**src/rtl/btn_pkg.sv**
```systemverilog
// Shared types and default 25 MHz timing for the push-button conditioners.
package btn_pkg;

    typedef enum logic [2:0] {
        IDLE,
        WAIT_HI,
        HELD,
        REPEAT,
        WAIT_LO
    } state_t;

    localparam int DEF_SYNC_STAGES = 2;
    localparam int DEF_DB_CYCLES   = 500000;
    localparam int DEF_RPT_DELAY   = 12500000;
    localparam int DEF_RPT_PERIOD  = 2500000;

    function automatic int max3(input int a, input int b, input int c);
        int m;
        m = (a > b) ? a : b;
        return (m > c) ? m : c;
    endfunction

endpackage

```
**src/rtl/bit_sync.sv**
```systemverilog
// Multi-flop synchroniser for one asynchronous input; chain clears to 0 on reset.
module bit_sync #(
    parameter int STAGES = 2
) (
    input  logic clk,
    input  logic reset,
    input  logic d,
    output logic q
);

    logic [STAGES-1:0] chain;

    always_ff @(posedge clk) begin
        if (!reset) begin
            chain <= '0;
        end else begin
            chain <= {chain[STAGES-2:0], d};
        end
    end

    assign q = chain[STAGES-1];

endmodule

```
**src/rtl/btn_debounce_rpt.sv**
```systemverilog
// Push-button conditioner: synchronise, debounce, press strobe and optional
// auto-repeat strobes while held. All outputs come straight from flops.
module btn_debounce_rpt
    import btn_pkg::*;
#(
    parameter int SYNC_STAGES = DEF_SYNC_STAGES,
    parameter int DB_CYCLES   = DEF_DB_CYCLES,
    parameter int RPT_EN      = 1,
    parameter int RPT_DELAY   = DEF_RPT_DELAY,
    parameter int RPT_PERIOD  = DEF_RPT_PERIOD
) (
    input  logic clk,
    input  logic reset,
    input  logic raw,
    output logic q,
    output logic db_clk,
    output logic rpt
);

    localparam int TMAX = max3(DB_CYCLES, RPT_DELAY, RPT_PERIOD);
    localparam int TW   = (TMAX > 1) ? $clog2(TMAX) : 1;

    localparam logic [TW-1:0] DB_LAST  = TW'(DB_CYCLES - 1);
    localparam logic [TW-1:0] DLY_LAST = TW'(RPT_DELAY - 1);
    localparam logic [TW-1:0] PER_LAST = TW'(RPT_PERIOD - 1);

    logic          s;
    state_t        state, state_nxt;
    logic [TW-1:0] timer, timer_nxt;
    logic          q_nxt, db_nxt, rpt_nxt;

    bit_sync #(
        .STAGES (SYNC_STAGES)
    ) u_sync (
        .clk   (clk),
        .reset (reset),
        .d     (raw),
        .q     (s)
    );

    always_comb begin
        state_nxt = state;
        // Saturate rather than wrap so a held button with repeat disabled stays quiet.
        timer_nxt = (&timer) ? timer : timer + TW'(1);
        q_nxt     = q;
        db_nxt    = 1'b0;
        rpt_nxt   = rpt;

        case (state)
            IDLE: begin
                q_nxt     = 1'b0;
                rpt_nxt   = 1'b0;
                timer_nxt = '0;
                if (s) begin
                    state_nxt = WAIT_HI;
                end
            end
            WAIT_HI: begin
                // A drop of s wins over a coincident debounce expiry.
                if (!s) begin
                    state_nxt = IDLE;
                    timer_nxt = '0;
                end else if (timer == DB_LAST) begin
                    state_nxt = HELD;
                    timer_nxt = '0;
                    q_nxt     = 1'b1;
                    db_nxt    = 1'b1;
                end
            end
            HELD: begin
                if (!s) begin
                    state_nxt = WAIT_LO;
                    timer_nxt = '0;
                end else if (RPT_EN != 0 && timer == DLY_LAST) begin
                    state_nxt = REPEAT;
                    timer_nxt = '0;
                    db_nxt    = 1'b1;
                    rpt_nxt   = 1'b1;
                end
            end
            REPEAT: begin
                if (!s) begin
                    state_nxt = WAIT_LO;
                    timer_nxt = '0;
                    rpt_nxt   = 1'b0;
                end else if (timer == PER_LAST) begin
                    timer_nxt = '0;
                    db_nxt    = 1'b1;
                end
            end
            WAIT_LO: begin
                // Bounce on release goes back to HELD silently and restarts the repeat delay.
                if (s) begin
                    state_nxt = HELD;
                    timer_nxt = '0;
                end else if (timer == DB_LAST) begin
                    state_nxt = IDLE;
                    timer_nxt = '0;
                    q_nxt     = 1'b0;
                end
            end
            default: begin
                state_nxt = IDLE;
                timer_nxt = '0;
                q_nxt     = 1'b0;
                rpt_nxt   = 1'b0;
            end
        endcase
    end

    always_ff @(posedge clk) begin
        if (!reset) begin
            state  <= IDLE;
            timer  <= '0;
            q      <= 1'b0;
            db_clk <= 1'b0;
            rpt    <= 1'b0;
        end else begin
            state  <= state_nxt;
            timer  <= timer_nxt;
            q      <= q_nxt;
            db_clk <= db_nxt;
            rpt    <= rpt_nxt;
        end
    end

endmodule

```
**config.mk**
```make
export PLATFORM = sky130hd
export DESIGN_NAME = btn_debounce_rpt
export DESIGN_NICKNAME = d
export VERILOG_FILES = /design/src/rtl/btn_pkg.sv /design/src/rtl/bit_sync.sv /design/src/rtl/btn_debounce_rpt.sv
export SDC_FILE = /design/constraint.sdc
export NUM_CORES = 1
export LEC_CHECK = 0
export CELL_PAD_IN_SITES_DETAIL_PLACEMENT = 1
export CELL_PAD_IN_SITES_GLOBAL_PLACEMENT = 1
export CORE_MARGIN = 2
export CORE_UTILIZATION = 48
export CTS_BUF_LIST = sky130_fd_sc_hd__clkbuf_8
export DETAILED_ROUTE_END_ITERATION = 6
export HOLD_SLACK_MARGIN = 0.02
export PLACE_DENSITY_LB_ADDON = 0.1
export SLEW_MARGIN = 0
export SYNTH_ARGS = -nofsm -noshare
export SYNTH_HDL_FRONTEND = slang
export SYNTH_SLANG_ARGS = --single-unit
```
**constraint.sdc**
```tcl
create_clock -name clk -period 2.5 [get_ports clk]
set_input_delay 0.5 -clock clk [delete_from_list [all_inputs] [get_ports clk]]
set_output_delay 0.5 -clock clk [all_outputs]
set_load 0.02 [all_outputs]
```
==> flow_metrics.env, run 1 <==
export IMPL_area_growth_pct=11.92
export IMPL_fin_setup_tns_ns=0
export IMPL_gp_congestion=0.8015
export IMPL_cts_tree="yes"
export IMPL_whs_ns=0.4264
export IMPL_synth_seq_cells=32
export IMPL_numCtsBuffers=5
export IMPL_crit_required_ns=2.68
export IMPL_netlist_top_cells_area="dfxtp_1 (35%), nor2_2 (6.5%), xnor2_1 (5.8%), nand3_1 (4.4%), nand4_1 (4.1%)"
export IMPL_die_area_um2=4290
export IMPL_drtIter0Drc=84
export IMPL_synth_top_area_frac=0.3529
export IMPL_track_usage=0.2459
export IMPL_fin_util=0.5550
export IMPL_ys_flop_type="dfxtp_1"
export IMPL_hp_class="reg2reg"
export IMPL_diodes=0
export IMPL_viasPerCell=5.930
export IMPL_seqCellArea_um2=640.6
export IMPL_multi_input_area_um2=1100
export IMPL_p_per_area_nw_per_um2=460.1
export IMPL_synthArstFlopShare=0
export IMPL_power_frac_clock=0.434
export IMPL_hp_start="u_sync.chain[0]$_SDFF_PN0_"
export IMPL_ios=6
export IMPL_cts_resized=0
export IMPL_std_cell_rows=22
export IMPL_clk_latency_ns=0.29
export IMPL_remaining_drc_errors=0
export IMPL_globalRouteMet2Util=0.4222
export IMPL_power_uw=934.9
export IMPL_cts_htree_levels=2
export IMPL_cts_root_buf="clkbuf_8"
export IMPL_finalCritPeriodShare=0.8654
export IMPL_crit_fanout=24
export IMPL_grt_pass1_wl_um=7983
export IMPL_synth_edf_count=0
export IMPL_cts_hold_buffers_added=0
export IMPL_final_layout_size_suffix_gt1_frac=0.2222
export IMPL_die_width_um=65.50
export IMPL_post_synth_num_cell_types=53
export IMPL_drt_wirelength_per_cell_um=17.11
export IMPL_synth_cells=213
export IMPL_nets=228
export IMPL_numClockSinks=32
export IMPL_top_usage_layer="met2"
export IMPL_seq_power_share=0.550
export IMPL_wl_um=4672
export IMPL_fill_cells=436
export IMPL_setup_slack_ns=0.3364
export IMPL_synth_fp_nets=217
export IMPL_period_needed_ns=2.164
export IMPL_met3_usage=0.06336
export IMPL_vias=1619
export IMPL_preCtsSetupSlack_ns=0.3466
export IMPL_combPwrFrac=0.016
export IMPL_yosysSeqAreaShare=0.3529
export IMPL_crit_arrival_ns=2.34
export IMPL_crit_chain="or4b_4 > nor4_4 > a21oi_2 > a22oi_4 > buf_12 > nor3_1"
export IMPL_grt_max_degree=25
export IMPL_detail_route_antenna_nets=0
export IMPL_fin_skew_ns=0.006121
export IMPL_clkTransAtPathRegs_ns=0.07
export IMPL_worst_slew_margin_rel=0.6646
export IMPL_coreArea_um2=3661
export IMPL_intPower_uw=735.5
export IMPL_netlist_area_um2=1815
export IMPL_startpoint_type="flop"
export IMPL_status="complete, no violations"
export IMPL_slowest_stage="or4b_4"
export IMPL_antenna_found_initial=0
export IMPL_worstSetupPathType="reg2reg"
export IMPL_cts_setup_buffers=0
export IMPL_port_buffer_count=5
export IMPL_slew_violations=0
export IMPL_hpwl_um=3361
export IMPL_first_pass_iters=4
export IMPL_reg2reg_slack_ns=0.34
export IMPL_hold_viol=0
export IMPL_ir_drop_uv=343.2
export IMPL_die_h_um=65.50
export IMPL_swShare=0.2132
export IMPL_avgSynthCellArea_um2=8.523
export IMPL_grt_pass1_vias=1698
export IMPL_end_kind="flop"
export IMPL_overflow=0
export IMPL_cts_path_max_buffers=2
export IMPL_post_synth_top_area_cell="dfxtp_1"
export IMPL_r2r_start="timer[23]$_SDFF_PN0_"
export IMPL_setup_violations_final=0
export IMPL_tightest_slew_ns=0.4904
export IMPL_use_met1=0.2947
export IMPL_cap_viol_max_count=0
export IMPL_synth_warnings=0
export IMPL_max_stage_delay_ns=0.58
export IMPL_cellLeakagePower_uw=0.0006360
export IMPL_power_switching_uw=199.4
export IMPL_rsz0062_at_grt="no"
export IMPL_fmax_ghz=0.4622
export IMPL_start_util=0.4959
export IMPL_startpoint="timer[23]$_SDFF_PN0_"
## stage by stage
| step | instances | instance area, um2 |
|---|---|---|
| after floorplan | 213 | 1815 |
| after global placement | 265 | 1942 |
| after detailed placement | 265 | 1942 |
| after CTS | 273 | 2032 |
| after global routing | 273 | 2032 |
| final | 273 | 2032 |
## final timing paths
path / end / cells after the start
max: timer[2]$_SDFF_PN0_ / 6
min: u_sync.chain[1]$_SDFF_PN0_ / 1
max reg2reg: timer[2]$_SDFF_PN0_ / 6
min reg2reg: u_sync.chain[1]$_SDFF_PN0_ / 1
## metal layers
metal,part of all wire,routed length [um]
met1,0.44,2061
met2,0.50,2344
met3,0.032,148
met4,0.025,119
met5,0,0
## power groups by stage
stage | Sequential [uW] | Clock, uW | Combinational (uW)
floorplan | 524 | 0 | 7.89
global placement | 525 | 0 | 14.4
detailed placement | 525 | 0 | 14.7
CTS | 514 | 418 | 14.7
global route | 514 | 447 | 16.2
finish | 514 | 406 | 14.7
## cells in the mapped netlist (2+ instances only)
cell type / instances
dfxtp_1: 32
nor2_2: 19
nand2_1: 16
nand3_1: 16
nor2_1: 14
nand4_1: 12
xnor2_1: 12
a21oi_1: 10
nor3_1: 9
xor2_1: 7
inv_1: 5
nor4_1: 4
clkbuf_1: 3
nor3b_1: 3
a211oi_1: 2
a21oi_2: 2
a31o_2: 2
and2_1: 2
and3_1: 2
buf_2: 2
buf_6: 2
nand2b_1: 2
o2111ai_1: 2
o21ai_0: 2
or2_2: 2
or4_1: 2
## cell usage in the layout (no fill, tap or decap), types with 2 or more instances in the layout
cell | synthesis | routed
a211oi_1 | 2 | 2
a21oi_1 | 10 | 10
a21oi_2 | 2 | 2
a31o_2 | 2 | 2
and2_1 | 2 | 2
and3_1 | 2 | 2
buf_4 | 1 | 7
clkbuf_8 | 0 | 6
clkdlybuf4s50_1 | 0 | 5
dfxtp_1 | 32 | 32
inv_1 | 5 | 7
nand2_1 | 16 | 16
nand2b_1 | 2 | 2
nand3_1 | 16 | 16
nand4_1 | 12 | 12
nor2_1 | 14 | 14
nor2_2 | 19 | 19
nor3_1 | 9 | 9
nor3b_1 | 3 | 3
nor4_1 | 4 | 4
o2111ai_1 | 2 | 2
o21ai_0 | 2 | 2
or2_2 | 2 | 2
or4_1 | 2 | 2
xnor2_1 | 12 | 12
xor2_1 | 7 | 7
## registers in the layout, indices dropped and copies added (netlist names)
signal,count
db_clk,1
state,3
timer,24
u_sync.chain,2
q,1
rpt,1
## area by class of cell
| class | count | area share |
|---|---|---|
| Tap cell | 48 | 0.02956 |
| Multi-Input combinational cell | 167 | 0.5413 |
| Sequential cell | 32 | 0.3153 |
| Clock buffer | 6 | 0.04064 |
| Inverter | 5 | 0.009236 |
| Timing Repair Buffer | 13 | 0.06034 |
| Clock inverter | 2 | 0.003695 |
## worst max-delay path: cells and delay by family, from the launching register on
| family | cells | cell delay, ns |
|---|---|---|
| simple gates | 3 | 1.04 |
| compound gates | 2 | 0.39 |
| flops | 1 | 0.38 |
| buf+inv | 1 | 0.22 |
## cell families (layout without fill, tap and decap cells)
family,after synthesis,in the layout,synth area share
buffers and inverters,14,26,0.04135
DFF,32,32,0.3529
muxes,2,2,0.01172
AOI/OAI and AO/OA,30,30,0.1261
and+or+nand+nor,115,115,0.3694
xor gates and xnor gates,19,19,0.09166
adders and majority gates,1,1,0.006891
Power figures use the tool's default switching activity.
==> run 2: changes to the inputs <==
--- a/config.mk
+++ b/config.mk
@@ -7,7 +7,6 @@
 export LEC_CHECK = 0
 export CELL_PAD_IN_SITES_DETAIL_PLACEMENT = 1
 export CELL_PAD_IN_SITES_GLOBAL_PLACEMENT = 1
-export CORE_MARGIN = 2
 export CORE_UTILIZATION = 48
 export CTS_BUF_LIST = sky130_fd_sc_hd__clkbuf_8
 export DETAILED_ROUTE_END_ITERATION = 6
==> constraint.sdc (replaced) <==
create_clock -name clk -period 2.5 [get_ports clk]
set_input_delay 0.25 -clock clk [delete_from_list [all_inputs] [get_ports clk]]
set_output_delay 0.25 -clock clk [all_outputs]
set_load 0.02 [all_outputs]
==> flow_metrics.env, run 2 (synthesis results as in run 1) <==
export IMPL_grt_pass1_vias=1680
export IMPL_place_area_um2=1927
export IMPL_setup_slack_ns=0.3054
export IMPL_grt_pass1_wl_um=8086
export IMPL_crit_arrival_ns=2.37
export IMPL_multi_input_area_um2=1100
export IMPL_ios=6
export IMPL_status="complete, no violations"
export IMPL_hpwl_um=3461
export IMPL_remaining_drc_errors=0
export IMPL_slew_violations=0
export IMPL_final_area_um2=2038
export IMPL_startpoint_type="flop"
export IMPL_vias=1664
export IMPL_wl_um=4770
export IMPL_worst_slew_margin_rel=0.6658
export IMPL_area_growth_pct=12.27
export IMPL_preCtsSetupSlack_ns=0.3336
export IMPL_fin_skew_ns=0.002420
export IMPL_crit_fanout=13
export IMPL_grt_max_degree=14
export IMPL_cts_htree_levels=2
export IMPL_nets=228
export IMPL_std_cell_rows=21
export IMPL_overflow=0
export IMPL_top_regs="timer: 24 flops, state: 3 flops, u_sync.chain: 2 flops"
export IMPL_fill_cells=436
export IMPL_tightest_slew_ns=0.4887
export IMPL_cts_setup_buffers=0
export IMPL_finalCritPeriodShare=0.8778
export IMPL_worstSetupPathType="reg2reg"
export IMPL_die_width_um=63.50
export IMPL_numCtsBuffers=5
export IMPL_drtIter0Drc=78
export IMPL_cts_root_buf="clkbuf_8"
export IMPL_drt_wirelength_per_cell_um=17.60
export IMPL_die_h_um=63.50
export IMPL_seqCellArea_um2=640.6
export IMPL_coreArea_um2=3468
export IMPL_clkTransAtPathRegs_ns=0.07
export IMPL_crit_required_ns=2.67
export IMPL_final_cell_mix="dfxtp_1 (32), nor2_2 (19), nand2_1 (16), nand3_1 (16), nor2_1 (14)"
export IMPL_track_usage=0.2606
export IMPL_cts_hold_buffers_added=0
export IMPL_detail_route_antenna_nets=0
export IMPL_rsz0062_at_grt="no"
export IMPL_hp_class="reg2reg"
export IMPL_layout_commonest_cell="dfxtp_1"
export IMPL_gp_congestion=0.8325
export IMPL_cts_tree="yes"
export IMPL_largest_reg_flops=24
export IMPL_cap_viol_max_count=0
export IMPL_setup_violations_final=0
export IMPL_numClockSinks=32
export IMPL_fmax_ghz=0.4557
export IMPL_top_register="timer"
export IMPL_port_buffer_count=5
export IMPL_die_area_um2=4032
export IMPL_p_per_area_nw_per_um2=499.9
export IMPL_start_util=0.5234
export IMPL_diodes=0
export IMPL_hold_viol=0
export IMPL_ir_drop_uv=257.0
export IMPL_first_pass_iters=4
export IMPL_fin_setup_tns_ns=0
export IMPL_cts_resized=0
export IMPL_end_kind="flop"
export IMPL_cellLeakagePower_uw=0.0006305
export IMPL_cts_path_max_buffers=2
export IMPL_clk_latency_ns=0.28
export IMPL_final_layout_size_suffix_gt1_frac=0.2311
export IMPL_antenna_found_initial=0
export IMPL_viasPerCell=6.140
export IMPL_period_needed_ns=2.195
## run 2: cell count changes in the layout (fill, tap and decap cells not counted)
cell and change:
clkinvlp_4 +1, bufinv_16 +1, clkbuf_8 -1, buf_12 -1, buf_4 +1, clkinv_2 +1, inv_1 -2
## run 2: final timing paths
| kind | startpoint | endpoint | slack [ns] | cells past startpoint |
|---|---|---|---|---|
| setup / recovery | timer[0]$_SDFF_PN0_ | timer[2]$_SDFF_PN0_ | 0.31 | 7 |
| hold / removal | u_sync.chain[0]$_SDFF_PN0_ | u_sync.chain[1]$_SDFF_PN0_ | 0.46 | 1 |
| setup reg to reg | timer[0]$_SDFF_PN0_ | timer[2]$_SDFF_PN0_ | 0.31 | 7 |
| hold reg to reg | u_sync.chain[0]$_SDFF_PN0_ | u_sync.chain[1]$_SDFF_PN0_ | 0.46 | 1 |
## run 2: critical path, stage by stage, from the launching register on
cell	delay, ns
dfxtp_1	0.37
ha_1	0.31
nand4_1	0.23
nor3_2	0.44
a21oi_2	0.17
a22oi_4	0.22
buf_4	0.25
nor3_1	0.08
## run 2: power breakdown
group | leakage (uW) | internal, uW | switching [uW]
Sequential | 0.000258 | 512 | 2.23
Combinational | 0.000318 | 6.56 | 7.27
Clock | 0.0000541 | 295 | 197
## run 2: routing by layer
layer	up-vias	track usage	wire length, um
met5	-	0	0
met2	44	0.4388	2379
li1	793	-	-
met3	13	0.05978	242
met4	0	0.1250	119
met1	814	0.3086	2028
## run 2: area by class of cell
cell class	instances	area share
clock buffers	5	0.03376
flip-flops and latches	32	0.3143
clock inverters	3	0.02087
multi-input cells	167	0.5396
inverters	5	0.009208
well taps	46	0.02824
repair buffers	13	0.05402
## run 2: stage by stage
step           hold WS (ns)    util  std cells  total power, uW
3_3_place_gp         0.4216  0.5556        263            538.3
5_1_grt              0.4835  0.5877        271             1046
4_1_cts              0.4661  0.5877        271             1031
6_report             0.4604  0.5877        271             1019
3_5_place_dp         0.4441  0.5556        263            539.0
2_1_floorplan        0.3717       -        213            531.6
==> run 3: changes to the inputs <==
==> constraint.sdc (replaced) <==
create_clock -name clk -period 2.4 [get_ports clk]
set_input_delay 0.24 -clock clk [delete_from_list [all_inputs] [get_ports clk]]
set_output_delay 0.24 -clock clk [all_outputs]
set_load 0.02 [all_outputs]
==> flow_metrics.env, run 3 (synthesis results as in run 1) <==
export IMPL_slowest_stage="or4b_4"
export IMPL_grt_pass1_wl_um=8466
export IMPL_fin_skew_ns=0.006904
export IMPL_area_growth_pct=12.54
export IMPL_period_needed_ns=2.167
export IMPL_top_usage_layer="met2"
export IMPL_track_usage=0.2768
export IMPL_gp_congestion=0.8329
export IMPL_cap_viol_max_count=0
export IMPL_clk_latency_ns=0.29
export IMPL_fin_setup_tns_ns=0
export IMPL_vias=1657
export IMPL_remaining_drc_errors=0
export IMPL_die_h_um=63.50
export IMPL_crit_fanout=24
export IMPL_fill_cells=419
export IMPL_ios=6
export IMPL_grt_pass1_vias=1717
export IMPL_viasPerCell=6.114
export IMPL_setup_violations_final=0
export IMPL_fin_util=0.5891
export IMPL_crit_required_ns=2.58
export IMPL_die_width_um=63.50
export IMPL_hold_viol=0
export IMPL_cpLargestDelayFamily="simple AND/OR/NAND/NOR gates"
export IMPL_top_register="timer"
export IMPL_layout_commonest_cell="dfxtp_1"
export IMPL_cts_resized=0
export IMPL_startpoint_type="flop"
export IMPL_detail_route_antenna_nets=0
export IMPL_status="complete, no violations"
export IMPL_numClockSinks=32
export IMPL_cellLeakagePower_uw=0.0006393
export IMPL_ir_drop_uv=283.5
export IMPL_die_area_um2=4032
export IMPL_cts_setup_buffers=0
export IMPL_final_layout_size_suffix_gt1_frac=0.2311
export IMPL_p_per_area_nw_per_um2=491.7
export IMPL_fmax_ghz=0.4615
export IMPL_cts_htree_levels=2
export IMPL_hp_class="reg2reg"
export IMPL_clkTransAtPathRegs_ns=0.07
export IMPL_worstSetupPathType="reg2reg"
export IMPL_drtIter0Drc=123
export IMPL_drt_wirelength_per_cell_um=17.77
export IMPL_rsz0062_at_grt="no"
export IMPL_max_stage_delay_ns=0.59
export IMPL_tightest_slew_ns=0.4961
export IMPL_crit_chain="or4b_4 > nor4_4 > a21oi_2 > a22oi_4 > buf_12 > a211oi_1"
export IMPL_use_met1=0.3341
export IMPL_crit_arrival_ns=2.35
export IMPL_hpwl_um=3494
export IMPL_path_buf_inv=1
export IMPL_power_frac_clock=0.451
export IMPL_port_buffer_count=5
export IMPL_intPower_uw=796.2
export IMPL_wl_um=4815
export IMPL_power_switching_uw=208.3
export IMPL_cts_path_max_buffers=2
export IMPL_worst_slew_margin_rel=0.6607
export IMPL_final_cell_mix="dfxtp_1 (32), nor2_2 (19), nand2_1 (16), nand3_1 (16), nor2_1 (14)"
export IMPL_end_kind="flop"
export IMPL_combPwrFrac=0.016
export IMPL_start_util=0.5234
export IMPL_antenna_found_initial=0
export IMPL_overflow=0
export IMPL_globalRouteMet2Util=0.4801
export IMPL_first_pass_iters=4
export IMPL_cts_root_buf="clkbuf_8"
export IMPL_cts_tree="yes"
export IMPL_swShare=0.2074
export IMPL_met3_usage=0.07609
export IMPL_diodes=0
export IMPL_numCtsBuffers=5
export IMPL_largest_reg_flops=24
export IMPL_nets=229
export IMPL_grt_max_degree=25
export IMPL_finalCritPeriodShare=0.9029
export IMPL_coreArea_um2=3468
export IMPL_cts_hold_buffers_added=0
export IMPL_std_cell_rows=21
export IMPL_top_regs="timer: 24 flops, state: 3 flops, u_sync.chain: 2 flops"
export IMPL_slew_violations=0
export IMPL_seq_power_share=0.533
==> run 3: cell count changes in the layout (fill, tap and decap cells not counted), sizes merged <==
cell / before / now
buf: 8 / 9
clkinvlp: 1 / 0
bufinv: 1 / 0
clkinv: 1 / 0
clkbuf: 5 / 7
==> run 3: power groups by stage <==
stage	logic (uW)	registers [uW]	clock network [uW]
after floorplan	8.22	546	0
after global placement	15.0	547	0
after detailed placement	15.6	547	0
after CTS	15.8	535	462
after global routing	17.1	535	499
final	15.9	535	453
==> run 3: final timing paths <==
path	start	to	slack, ns	cells past startpoint
worst max register to register	timer[23]$_SDFF_PN0_	timer[12]$_SDFF_PN0_	0.23	6
worst min register to register	u_sync.chain[0]$_SDFF_PN0_	u_sync.chain[1]$_SDFF_PN0_	0.44	1
worst min-delay path	u_sync.chain[0]$_SDFF_PN0_	u_sync.chain[1]$_SDFF_PN0_	0.44	1
worst max-delay path	timer[23]$_SDFF_PN0_	timer[12]$_SDFF_PN0_	0.23	6
==> run 3: cell type report <==
cell class / count / area (um2) / share of cell area
Multi-Input combinational cell: 167 / 1100 / 0.5383
Clock buffer: 7 / 96.34 / 0.04715
Tap cell: 46 / 57.56 / 0.02817
Inverter: 5 / 18.77 / 0.009186
Sequential cell: 32 / 640.6 / 0.3135
Timing Repair Buffer: 14 / 130.1 / 0.06369
==> run 3: per-stage QoR <==
step / total power (uW) / hold WS (ns) / instances / area, um2 / worst slack [ns]
floorplan: 553.8 / 0.3617 / 213 / 1815 / 0.4153
global placement: 562.2 / 0.4211 / 264 / 1947 / 0.3347
detailed placement: 562.8 / 0.4374 / 264 / 1947 / 0.2533
CTS: 1013 / 0.4453 / 271 / 2043 / 0.2432
global route: 1051 / 0.4763 / 271 / 2043 / 0.1385
finish: 1005 / 0.4437 / 271 / 2043 / 0.2331
==> run 3: metal layers <==
metal  up-vias  part of all wire
li1        800                 -
met3         7             0.033
met1       829              0.44
met5         -                 0
met2        21              0.51
met4         0             0.010
